===== src/rtl/sys_array_feeder.sv =====
// sys_array_feeder: captures a [lane][element] matrix on start and streams it
// to a systolic array with a one-cycle skew per lane.
// Optional feature: define SYS_ARRAY_FEEDER_WLOAD_EN to add a one-cycle
// weight-load phase (LOAD_W) between IDLE and FEED.
//
// state  | meaning
// IDLE   | ready=1, waiting for start; matrix captured on the accepting edge
// LOAD_W | weights_load strobe for one cycle (only with WLOAD_EN)
// FEED   | skewed lane data streamed, cnt_q = t in 0..L+W-2
// DONE   | one-cycle done pulse, then back to IDLE
module sys_array_feeder #(
  parameter int DATA_WIDTH = 8,
  parameter int ARRAY_A_W  = 4,
  parameter int ARRAY_A_L  = 4
) (
  input  logic                                                  clk,
  input  logic                                                  reset_n,
  input  logic                                                  start,
  input  logic [0:ARRAY_A_W-1][0:ARRAY_A_L-1][DATA_WIDTH-1:0]   data_matrix,
  output logic                                                  ready,
  output logic                                                  weights_load,
  output logic [0:ARRAY_A_W-1][DATA_WIDTH-1:0]                  input_data,
  output logic                                                  out_valid,
  output logic                                                  done
);

  localparam int FEED_LEN = ARRAY_A_L + ARRAY_A_W - 1;
  localparam int CW       = $clog2(FEED_LEN + 1);
  localparam logic [CW-1:0] FEED_LAST = CW'(FEED_LEN - 1);

  typedef enum logic [1:0] {
    IDLE   = 2'd0,
    LOAD_W = 2'd1,
    FEED   = 2'd2,
    DONE   = 2'd3
  } state_t;

  state_t state_q, state_d;
  logic [CW-1:0] cnt_q, cnt_d;
  logic [0:ARRAY_A_W-1][0:ARRAY_A_L-1][DATA_WIDTH-1:0] buf_q, buf_d;
  logic [0:ARRAY_A_W-1][DATA_WIDTH-1:0] data_q, data_d;
  logic valid_q, valid_d;
  logic done_q, done_d;
`ifdef SYS_ARRAY_FEEDER_WLOAD_EN
  logic wload_q, wload_d;
`endif

  // Next state, counter, capture buffer and the control outputs of the next cycle.
  always_comb begin
    state_d = state_q;
    cnt_d   = cnt_q;
    buf_d   = buf_q;
    valid_d = 1'b0;
    done_d  = 1'b0;
`ifdef SYS_ARRAY_FEEDER_WLOAD_EN
    wload_d = 1'b0;
`endif
    case (state_q)
      IDLE: begin
        if (start) begin
          buf_d = data_matrix;
          cnt_d = '0;
`ifdef SYS_ARRAY_FEEDER_WLOAD_EN
          state_d = LOAD_W;
          wload_d = 1'b1;
`else
          state_d = FEED;
          valid_d = 1'b1;
`endif
        end
      end
`ifdef SYS_ARRAY_FEEDER_WLOAD_EN
      LOAD_W: begin
        state_d = FEED;
        cnt_d   = '0;
        valid_d = 1'b1;
      end
`endif
      FEED: begin
        if (cnt_q == FEED_LAST) begin
          state_d = DONE;
          cnt_d   = '0;
          done_d  = 1'b1;
        end else begin
          cnt_d   = cnt_q + CW'(1);
          valid_d = 1'b1;
        end
      end
      DONE: begin
        state_d = IDLE;
      end
      default: begin
        state_d = IDLE;
      end
    endcase
  end

  // Skewed lane data for the next cycle: lane k carries element t-k while it exists.
  always_comb begin
    data_d = '0;
    if (state_d == FEED) begin
      for (int k = 0; k < ARRAY_A_W; k++) begin
        for (int s = 0; s < ARRAY_A_L; s++) begin
          if (int'(cnt_d) == k + s) data_d[k] = buf_d[k][s];
        end
      end
    end
  end

  // State and registered outputs; a reset aborts any transaction in flight.
  always_ff @(posedge clk) begin
    if (!reset_n) begin
      state_q <= IDLE;
      cnt_q   <= '0;
      buf_q   <= '0;
      data_q  <= '0;
      valid_q <= 1'b0;
      done_q  <= 1'b0;
    end else begin
      state_q <= state_d;
      cnt_q   <= cnt_d;
      buf_q   <= buf_d;
      data_q  <= data_d;
      valid_q <= valid_d;
      done_q  <= done_d;
    end
  end

`ifdef SYS_ARRAY_FEEDER_WLOAD_EN
  // Weight-load strobe register.
  always_ff @(posedge clk) begin
    if (!reset_n) wload_q <= 1'b0;
    else          wload_q <= wload_d;
  end
  assign weights_load = wload_q;
`else
  assign weights_load = 1'b0;
`endif

  assign ready      = (state_q == IDLE);
  assign input_data = data_q;
  assign out_valid  = valid_q;
  assign done       = done_q;

endmodule


===== config.mk =====
export PLATFORM = sky130hd
export DESIGN_NAME = sys_array_feeder
export DESIGN_NICKNAME = d
export VERILOG_FILES = /design/src/rtl/sys_array_feeder.sv
export SDC_FILE = /design/constraint.sdc
export NUM_CORES = 1
export LEC_CHECK = 0
export CAP_MARGIN = 10
export CORE_ASPECT_RATIO = 0.8
export CORE_MARGIN = 1.5
export CORE_UTILIZATION = 45
export CTS_CLUSTER_DIAMETER = 150
export DETAILED_ROUTE_END_ITERATION = 8
export PLACE_DENSITY_LB_ADDON = 0.12
export SYNTH_ARGS = -nofsm -noshare
export SYNTH_HDL_FRONTEND = slang
export SYNTH_SLANG_ARGS = --single-unit

===== constraint.sdc =====
create_clock -name clk -period 2.7 [get_ports clk]
set_clock_uncertainty 0.05 [all_clocks]
set_input_delay 0.27 -clock clk [delete_from_list [all_inputs] [get_ports clk]]
set_output_delay 0.27 -clock clk [all_outputs]
set_load 0.05 [all_outputs]

# Word-level counts from Yosys, hierarchy flattened
# Cells that the tools add are included.
# word_totals
register_bits	167
word_cells	66
# classes
mux	28
n_addsub	1
reduce_logical	4
eq_ne	9
# op_table
cell	count
$mux 128	2
$mux 8	16
$eq 3x3->1 const B	5
$eq 3x2->1 const B	2
$mux 3	2
$pmux 3 s2	1
$eq 2x2->1 const B	2
$mux 2	2
$pmux 2 s2	1
$reduce_and 2->1	2
$add 3x1->3 const B	1
$logic_not 3->1	1
$mux 1	3
$logic_not 2->1	1
$pmux 1 s2	1

# Logic depth before layout (Yosys ltp)
# Gate-level depths: netlist (run 1).
# logic_depth
depth_word	8
mapped_depth	7

# Worst setup path after synthesis (run 1)
# OpenSTA, ideal clock, no wires.
# synth_path
path_kind	reg-to-reg
from	register state_q[0]
to	register data_q (netlist bit input_data[7])
arrival_ps	1572
required_ps	2530
setup_time_ps	120
synth_period_minus_slack_ps	1741
slack_ps	959
stages_incl_launch_ff	7
path_cell_list	dfxtp_1 -> buf_2 -> nand2b_1 -> o221ai_2 -> buf_4 -> o22ai_1 -> o31a_1
# synth_via
elab_chain_cells	7
# synth_rtl
item	line_no	rtl
start, declared	38	state_t state_q, state_d;
start signal, assigned	120	state_q <= state_d;
$eq 2x2->1 or $logic_not 2->1 (tied branches)	58	case (state_q)
$pmux 3 s2	58	
$eq 3x3->1	104	if (int'(cnt_d) == k + s) data_d[k] = buf_d[k][s];
$mux 8 (4 in a row)	104	
end signal, assigned	123	data_q <= data_d;
end, declared	41	logic [0:ARRAY_A_W-1][DATA_WIDTH-1:0] data_q, data_d;
# Several ways; a longest one is shown, not always the timed one.
# A chain may end at the register's enable or synchronous reset.

# Worst setup path in the final report (run 1)
# layout_path
from	register state_q[1]
to	register data_q (netlist bit input_data[31])
# layout_via
elab_chain_cells	7
# layout_rtl
item	line_no
$eq 2x2->1 or $logic_not 2->1 (tied branches)	58
$pmux 3 s2	58
$logic_not 3->1	104
$mux 8 (4 in a row)	104
# Several ways; a longest one is shown, not always the timed one.

==> flow_summary.rst, run 1 <==
.. list-table::
   :header-rows: 1

   * - Metric
     - Value
   * - Number of hold violations in the final report
     - 0
   * - Arrival time reported for the critical path endpoint
     - 2580 ps
   * - Utilization after layout
     - 62.3%
   * - Type of the tightest min-delay check
     - input pin to register
   * - Htree depth
     - 4
   * - FILL cells
     - approximately 1200
   * - Count of mapped cells out of synthesis
     - 646
   * - Placed wire-length estimate after detailed placement
     - approximately 12 mm
   * - Initial core utilization
     - 46.2%
   * - Number of antenna-violating nets in the routed design
     - 0
   * - Multi-input gate area
     - 0.00334 mm2
   * - Least-Margin Pin Slew
     - 1060 ps
   * - Die ar.
     - about 0.016 mm2
   * - Number of buffers inserted by port buffering
     - approximately 170
   * - Power Dens Cells
     - 622 mW/mm2
   * - Max VDD drop
     - 0.000439 V
   * - Post-layout nets
     - 942
   * - Row count
     - 40
   * - Skew-Pair Late Insertion Delay
     - 410 ps
   * - Clock transition at the registers of the reported paths
     - 60 ps
   * - Routed vias
     - 5347
   * - Post-synthesis cell area
     - 0.00699 mm2
   * - Yosys warns
     - 0
   * - All-Layer GR Usage
     - 21.7%
   * - Final-layout setup total negative slack
     - 0 ps
   * - Number of slew-limit violations in the final report
     - 0
   * - RSZ-0062 raised after global routing
     - no
   * - Clock tree from TritonCTS
     - done
   * - Final design area excluding fillers
     - 0.00942 mm2
   * - First-pass GRT wire length
     - 27.2 mm
   * - Sequential cell area
     - 0.00334 mm2
   * - Weighted congestion at the end of routability-driven global placement
     - 0.812
   * - Detail-routed via count per cell
     - 5.20
   * - Root buffer selected by CTS
     - sky130_fd_sc_hd__clkbuf_16
   * - Number of library cell types mapped by synthesis
     - 52
   * - Synth area leader
     - sky130_fd_sc_hd__dfxtp_1
   * - Max Cap Violations
     - 0
   * - Static leakage
     - 3.56 nW
   * - Post-CTS repair timing setup buffer count
     - 0
   * - Routed length per instance
     - 17.0 um
   * - Register bit total from synthesis
     - between 150 and 200
   * - Detailed router's first-iteration violation count
     - approximately 220
   * - Nature of the critical path endpoint
     - register
   * - Total net switching power
     - 1.34 mW
   * - Number of setup violations in the final report
     - 0
   * - Nets in the synthesized netlist
     - 777
   * - Fin crit period
     - ~2300 ps
   * - Number of flops mapped to enable cells by yosys
     - 0
   * - Cts hold-fix bufs
     - 0
   * - CTS-repair resized insts
     - 0
   * - Main synth FF type
     - sky130_fd_sc_hd__dfxtp_1
   * - Relative contribution of combinational cells to total power
     - 14.5%
   * - Type of the setup path with the least slack
     - register to register
   * - Cell internal power dissipation
     - 4.52 mW
   * - CP Launch Type
     - register
   * - Outcome
     - complete, no violations
   * - Portion of the post-synthesis area used by sequential elements
     - 47.9%
   * - Number of diodes added for antenna fixing
     - 0
   * - Number of antenna violations at the first check in global routing
     - 0
   * - Placed Instance Area
     - 0.00886 mm2
   * - Boundary pin count
     - roughly 170
   * - Relative slew slack
     - 29.2%
   * - Maximum clock rate
     - around 440 MHz
   * - Core box area
     - 0.0151 mm2
   * - Ys async rst share
     - 0%
   * - DR DRC count
     - 0
   * - DIE HEIGHT
     - 114 um
   * - Synth top area cells
     - sky130_fd_sc_hd__dfxtp_1 (48%), sky130_fd_sc_hd__mux2i_1 (15%), sky130_fd_sc_hd__nor2b_1 (9.9%), sky130_fd_sc_hd__mux2_2 (3.2%), sky130_fd_sc_hd__and2_1 (2.4%)
   * - Fraction of synthesized cell area taken by the top area cell type
     - 47.9%
   * - Synthesized area per cell
     - 10.8 um2
   * - Fraction of final layout cells sized beyond drive strength 1
     - 10.5%
   * - CTS buffer count
     - 17
   * - Maximum net fanout on the critical path
     - 12
   * - Buffer levels on the longest clock path
     - 2
   * - Vias in the first global route
     - 5445
   * - Number of sinks on the clock net
     - ~170
   * - Total congestion overflow after global routing
     - 0
   * - Sw Ratio
     - 22.8%
   * - Largest net degree at the start of global routing
     - 135
   * - Synth-to-Final Area Change
     - 34.9%
   * - Clock share of power
     - between 40% and 50%
   * - Critical path data required time
     - 2990 ps
   * - Power share of the sequential group
     - about 45%
   * - Post-route clock period utilization
     - 85.1%
   * - Routed wire length
     - around 17 mm
   * - Detailed-router iteration count before antenna repair
     - 4
   * - Die boundary width
     - 142 um
-- logic make-up after synthesis --
logic type,count (synthesis),synth area share (%)
muxes,128,18.7
AOI/OAI and AO/OA,100,11.7
and+or+nand+nor,202,17.2
other,1,0.0537
DFF,167,47.9
buffers and inverters,48,4.39
-- layer usage --
| metal | up-vias | routed length (um) | GRT usage (%) |
|---|---|---|---|
| met5 | - | 0 | 0 |
| met4 | 0 | 301 | 7.35 |
| met3 | 22 | 880 | 5.23 |
| met2 | 154 | 8110 | 35.8 |
| met1 | 2573 | 8190 | 27.9 |
| li1 | 2598 | - | - |
-- power groups by stage --
| stage | combinational, mW | clock (mW) | sequential [mW] |
|---|---|---|---|
| final | 0.850 | 2.37 | 2.64 |
| after floorplan | 0.456 | 0 | 2.73 |
| after CTS | 0.853 | 2.42 | 2.64 |
| after global placement | 0.831 | 0 | 2.69 |
| after detailed placement | 0.849 | 0 | 2.69 |
| after global routing | 0.912 | 2.52 | 2.65 |
-- metrics by stage --
stage          cells  hold slack [ps]  worst slack (ps)  power [mW]
2_1_floorplan    646              401               959        3.19
3_3_place_gp    1002              437               338        3.52
3_5_place_dp    1002              444               265        3.54
4_1_cts         1029              351               425        5.91
5_1_grt         1029              373               194        6.08
6_report        1029              362               402        5.86
-- final timing paths --
| path | to | slack (ps) | start | cells past startpoint |
|---|---|---|---|---|
| hold / removal | input_data[25] | 360 | reset_n | 4 |
| setup reg to reg | input_data[31] | 400 | state_q[1] | 5 |
| hold reg to reg | buf_q[111] | 450 | buf_q[111] | 2 |
| setup / recovery | input_data[31] | 400 | state_q[1] | 5 |
-- worst max-delay path, stage by stage (launching register included) --
cell and delay (ps):
sky130_fd_sc_hd__dfxtp_1 400, sky130_fd_sc_hd__buf_4 220, sky130_fd_sc_hd__nor2b_2 510, sky130_fd_sc_hd__o221ai_1 520, sky130_fd_sc_hd__o22a_1 370, sky130_fd_sc_hd__a31oi_1 150
-- flip-flops by register name, summed over array words and instances, names as in the netlist --
signal and cells:
done 1, cnt_q 3, input_data 32, out_valid 1, buf_q 128, state_q 2
-- Yosys cell counts (2+ instances only) --
cell type and count:
sky130_fd_sc_hd__dfxtp_1 167, sky130_fd_sc_hd__and2_1 27, sky130_fd_sc_hd__a221oi_1 3, sky130_fd_sc_hd__buf_4 9
sky130_fd_sc_hd__nor2_1 20, sky130_fd_sc_hd__a22oi_1 7, sky130_fd_sc_hd__o311a_1 7, sky130_fd_sc_hd__o22a_1 8
sky130_fd_sc_hd__mux2_2 20, sky130_fd_sc_hd__nor3_1 9, sky130_fd_sc_hd__nand2_1 14, sky130_fd_sc_hd__o21a_1 4
sky130_fd_sc_hd__nor3b_1 4, sky130_fd_sc_hd__buf_6 7, sky130_fd_sc_hd__clkinv_1 2, sky130_fd_sc_hd__o21ai_0 10
sky130_fd_sc_hd__nand3_1 2, sky130_fd_sc_hd__clkbuf_1 17, sky130_fd_sc_hd__mux2i_1 108, sky130_fd_sc_hd__nand2b_1 3
sky130_fd_sc_hd__o221a_2 2, sky130_fd_sc_hd__o221a_1 4, sky130_fd_sc_hd__nor2b_1 110, sky130_fd_sc_hd__o31a_1 9
sky130_fd_sc_hd__or3_1 4, sky130_fd_sc_hd__nor4bb_1 2, sky130_fd_sc_hd__o31ai_1 3, sky130_fd_sc_hd__o221ai_1 3
sky130_fd_sc_hd__a31oi_1 9, sky130_fd_sc_hd__a21boi_0 7, sky130_fd_sc_hd__a32oi_2 2, sky130_fd_sc_hd__a32o_1 2
sky130_fd_sc_hd__o22ai_1 13, sky130_fd_sc_hd__buf_2 10
-- area by class of cell --
type | count | share of cell area (%)
Clock buffer | 22 | 4.93
Timing Repair Buffer | 191 | 20.2
Tap cell | 210 | 2.79
Sequential cell | 167 | 35.5
Inverter | 3 | 0.120
Multi-Input combinational cell | 431 | 35.4
Clock inverter | 5 | 1.06
-- layout by cell type, fill, tap and decap left out, types with 4 or more instances in the layout --
cell type | Yosys | layout
sky130_fd_sc_hd__dfxtp_1 | 167 | 167
sky130_fd_sc_hd__clkdlybuf4s50_1 | 0 | 164
sky130_fd_sc_hd__nor2b_1 | 110 | 110
sky130_fd_sc_hd__mux2i_1 | 108 | 108
sky130_fd_sc_hd__and2_1 | 27 | 27
sky130_fd_sc_hd__buf_4 | 9 | 21
sky130_fd_sc_hd__nor2_1 | 20 | 20
sky130_fd_sc_hd__mux2_2 | 20 | 20
sky130_fd_sc_hd__clkbuf_16 | 0 | 17
sky130_fd_sc_hd__nand2_1 | 14 | 14
sky130_fd_sc_hd__o22ai_1 | 13 | 13
sky130_fd_sc_hd__o21ai_0 | 10 | 10
sky130_fd_sc_hd__a31oi_1 | 9 | 9
sky130_fd_sc_hd__o31a_1 | 9 | 9
sky130_fd_sc_hd__nor3_1 | 9 | 9
sky130_fd_sc_hd__o22a_1 | 8 | 8
sky130_fd_sc_hd__a22oi_1 | 7 | 7
sky130_fd_sc_hd__o311a_1 | 7 | 7
sky130_fd_sc_hd__a21boi_0 | 7 | 7
sky130_fd_sc_hd__buf_12 | 1 | 5
sky130_fd_sc_hd__nor3b_1 | 4 | 4
sky130_fd_sc_hd__o21a_1 | 4 | 4
sky130_fd_sc_hd__o221a_1 | 4 | 4
sky130_fd_sc_hd__or3_1 | 4 | 4
(Power assumes the default switching activity.)
==> run 2, diff against run 1 <==
--- a/config.mk
+++ b/config.mk
@@ -12,6 +12,7 @@
 export CTS_CLUSTER_DIAMETER = 150
 export DETAILED_ROUTE_END_ITERATION = 8
 export PLACE_DENSITY_LB_ADDON = 0.12
+export SKIP_CTS_REPAIR_TIMING = 1
 export SYNTH_ARGS = -nofsm -noshare
 export SYNTH_HDL_FRONTEND = slang
 export SYNTH_SLANG_ARGS = --single-unit
==> results of run 2 <==
Final layout, timing and power as in run 1 (identical DEF).
==> run 3, diff against run 2 <==
--- a/config.mk
+++ b/config.mk
@@ -7,10 +7,11 @@
 export LEC_CHECK = 0
 export CAP_MARGIN = 10
 export CORE_ASPECT_RATIO = 0.8
-export CORE_MARGIN = 1.5
+export CORE_MARGIN = 4
 export CORE_UTILIZATION = 45
 export CTS_CLUSTER_DIAMETER = 150
 export DETAILED_ROUTE_END_ITERATION = 8
+export HOLD_SLACK_MARGIN = 0.1
 export PLACE_DENSITY_LB_ADDON = 0.12
 export SKIP_CTS_REPAIR_TIMING = 1
 export SYNTH_ARGS = -nofsm -noshare
==> run 3 against run 2 <==
Maximum frequency grew 4.0%. Clock-buffer cell count shrank 5. Cell count about the same. Power is 3.0% higher. Via count decreased by 2.2%. Core utilization grew 0.083 points. Non-clock buffer count down 5. Register-to-register slack better by 90 ps. Sequential power barely moved. Cell area is 0.13% higher. Critical endpoint is now input_data[29]. Largest power group unchanged.
==> flow_summary.rst, run 3 (synthesis gave the netlist of run 1 again) <==
.. list-table::
   :header-rows: 1

   * - Metric
     - Value
   * - Outcome
     - complete, no violations
   * - Sequence of cells on the critical path
     - nor2b_2 -> o221ai_1 -> o22a_1 -> a31oi_1
   * - Worst Setup SP
     - state_q[1]
   * - Number of buffers inserted by port buffering
     - about 170
   * - Total congestion overflow after global routing
     - 0
   * - All-Layer GR Usage
     - 20.6%
   * - Routed vias
     - around 5200
   * - Number of slew-limit violations in the final report
     - 0
   * - Cell internal power dissipation
     - 4.59 mW
   * - Clock transition at the registers of the reported paths
     - 60 ps
   * - Skew-Pair Late Insertion Delay
     - roughly 420 ps
   * - Clock share of power
     - 42.4%
   * - RSZ-0062 raised after global routing
     - no
   * - Most common cell after layout, fill and taps aside
     - sky130_fd_sc_hd__dfxtp_1
   * - Post-layout nets
     - 937
   * - Total net switching power
     - 1.45 mW
   * - Number of cells traversed by the worst hold path
     - 4
   * - Family with the most delay on the worst path
     - compound AO/OA/AOI/OAI gates
   * - Die boundary width
     - 147 um
   * - Core box area
     - 0.0151 mm2
   * - Min Hold Slack
     - 359 ps
   * - Power Dens Cells
     - 640 mW/mm2
   * - Placed wire-length estimate after detailed placement
     - 12.3 mm
   * - Clock tree from TritonCTS
     - done
   * - Startpoint of the tightest hold check path
     - reset_n
   * - Detailed-router iteration count before antenna repair
     - 4
   * - Routed length per instance
     - about 17 um
   * - Critical Path Max Stage Delay
     - between 500 and 600 ps
   * - CTS buffer count
     - 17
   * - Type of the setup path with the least slack
     - register to register
   * - Htree depth
     - 4
   * - DR DRC count
     - 0
   * - Power share of the sequential group
     - 43.7%
   * - Final-layout setup total negative slack
     - 0 ps
   * - CP Launch Type
     - register
   * - Type of the tightest min-delay check
     - input pin to register
   * - Global-route layer with the greatest usage
     - met2
   * - DIE HEIGHT
     - 119 um
   * - Boundary pin count
     - 167
   * - Initial core utilization
     - 46.2%
   * - Static leakage
     - approximately 3.6 nW
   * - Vias in the first global route
     - ~5400
   * - Crit path max-delay cell type
     - sky130_fd_sc_hd__nor2b_2
   * - Sw Ratio
     - 24.0%
   * - Met3 layer usage reported by global route
     - approximately 5.2%
   * - Relative slew slack
     - 29.7%
   * - Arrival time reported for the critical path endpoint
     - 2490 ps
   * - Fraction of final layout cells sized beyond drive strength 1
     - 10.9%
   * - Nature of the critical path endpoint
     - register
   * - Number of flip-flops in the largest register
     - around 130
   * - Number of cells traversed by the worst register-to-register path
     - 4
   * - Max VDD drop
     - 0.000514 V
   * - Startpoint of the worst register-to-register path
     - state_q[1]
   * - Final design area excluding fillers
     - 0.00943 mm2
   * - Number of hold violations in the final report
     - 0
   * - Die ar.
     - 0.0176 mm2
   * - Number of antenna-violating nets in the routed design
     - 0
   * - Fin crit period
     - 2210 ps
   * - Root buffer selected by CTS
     - sky130_fd_sc_hd__clkbuf_16
   * - Top reg by flops
     - buf_q
   * - Met1 routing resource usage after global routing
     - 28.1%
   * - Buffer levels on the longest clock path
     - 2
   * - Worst Path Buf+Inv
     - 0
   * - Number of antenna violations at the first check in global routing
     - 1
   * - Post-route clock period utilization
     - 81.8%
   * - Critical path data required time
     - 2980 ps
   * - Largest net degree at the start of global routing
     - 135
   * - Routed wire length
     - roughly 18 mm
   * - Global routing usage on met2
     - between 30% and 40%
   * - Least-Margin Pin Slew
     - about 1100 ps
   * - Placed Instance Area
     - 0.00881 mm2
   * - Maximum clock rate
     - roughly 450 MHz
   * - Weighted congestion at the end of routability-driven global placement
     - 0.791
   * - Commonest cells after routing, fill and taps aside
     - sky130_fd_sc_hd__dfxtp_1 (167), sky130_fd_sc_hd__clkdlybuf4s50_1 (164), sky130_fd_sc_hd__nor2b_1 (110), sky130_fd_sc_hd__mux2i_1 (108), sky130_fd_sc_hd__and2_1 (27)
   * - Row count
     - 40
   * - Relative contribution of combinational cells to total power
     - ~14%
   * - Number of setup violations in the final report
     - 0
   * - First-pass GRT wire length
     - 28.5 mm
   * - WP depth
     - 4
   * - Number of sinks on the clock net
     - 167
   * - Max Cap Violations
     - 0
   * - Detailed router's first-iteration violation count
     - approximately 360
   * - Detail-routed via count per cell
     - 5.08
   * - Synth-to-Final Area Change
     - 35.1%
   * - Maximum net fanout on the critical path
     - 12
[run 3: changes by cell type in the layout (fill, tap and decap cells not counted)]
cell / delta
sky130_fd_sc_hd__buf_12: -1
sky130_fd_sc_hd__buf_4: -4
sky130_fd_sc_hd__bufinv_16: +1
sky130_fd_sc_hd__clkbuf_1: -3
sky130_fd_sc_hd__clkbuf_8: -2
sky130_fd_sc_hd__clkinv_2: +2
sky130_fd_sc_hd__clkinv_4: +2
sky130_fd_sc_hd__clkinvlp_4: +2
sky130_fd_sc_hd__diode_2: +1
sky130_fd_sc_hd__inv_6: +3
[run 3: per-stage QoR]
| step | std cells | setup slack, ps | utilization, % | total power [mW] |
|---|---|---|---|---|
| floorplan | 646 | 959 | - | 3.19 |
| global placement | 997 | 340 | 58.3 | 3.51 |
| detailed placement | 997 | 285 | 58.3 | 3.53 |
| CTS | 1029 | 488 | 62.4 | 6.09 |
| global route | 1030 | 370 | 62.4 | 6.28 |
| finish | 1030 | 490 | 62.4 | 6.04 |
[run 3: layout make-up]
cell class | count | area [um2]
multi-input combinational | 431 | 3340
clock inverter | 15 | 199
tap | 210 | 263
fill | 1244 | 5680
sequential | 167 | 3340
antenna | 1 | 2.50
clock buffer | 17 | 425
timing repair buffer | 186 | 1850
inverter | 3 | 11.3
[run 3: metal layers]
metal,vias up,part of all wire [%]
met5,-,0
met4,0,1.8
met3,21,5.1
met2,148,46
met1,2461,47
li1,2598,-
[run 3: path summary, 6_finish.rpt]
check / to / slack (ps)
max reg2reg: input_data[29] / 490
max: input_data[29] / 490
min: input_data[15] / 360
min reg2reg: buf_q[36] / 450
[run 3: power by group through the flow]
stage               Combinational (mW)  Clock [mW]  Sequential [mW]
floorplan                        0.456           0             2.73
global placement                 0.822           0             2.69
detailed placement               0.840           0             2.69
CTS                              0.845        2.60             2.64
global route                     0.911        2.72             2.65
finish                           0.842        2.56             2.64
[run 3: worst min-delay path: stages]
cell	delay [ps]
sky130_fd_sc_hd__buf_2	110
sky130_fd_sc_hd__nand3_2	250
sky130_fd_sc_hd__a221oi_2	60
sky130_fd_sc_hd__o21a_1	100
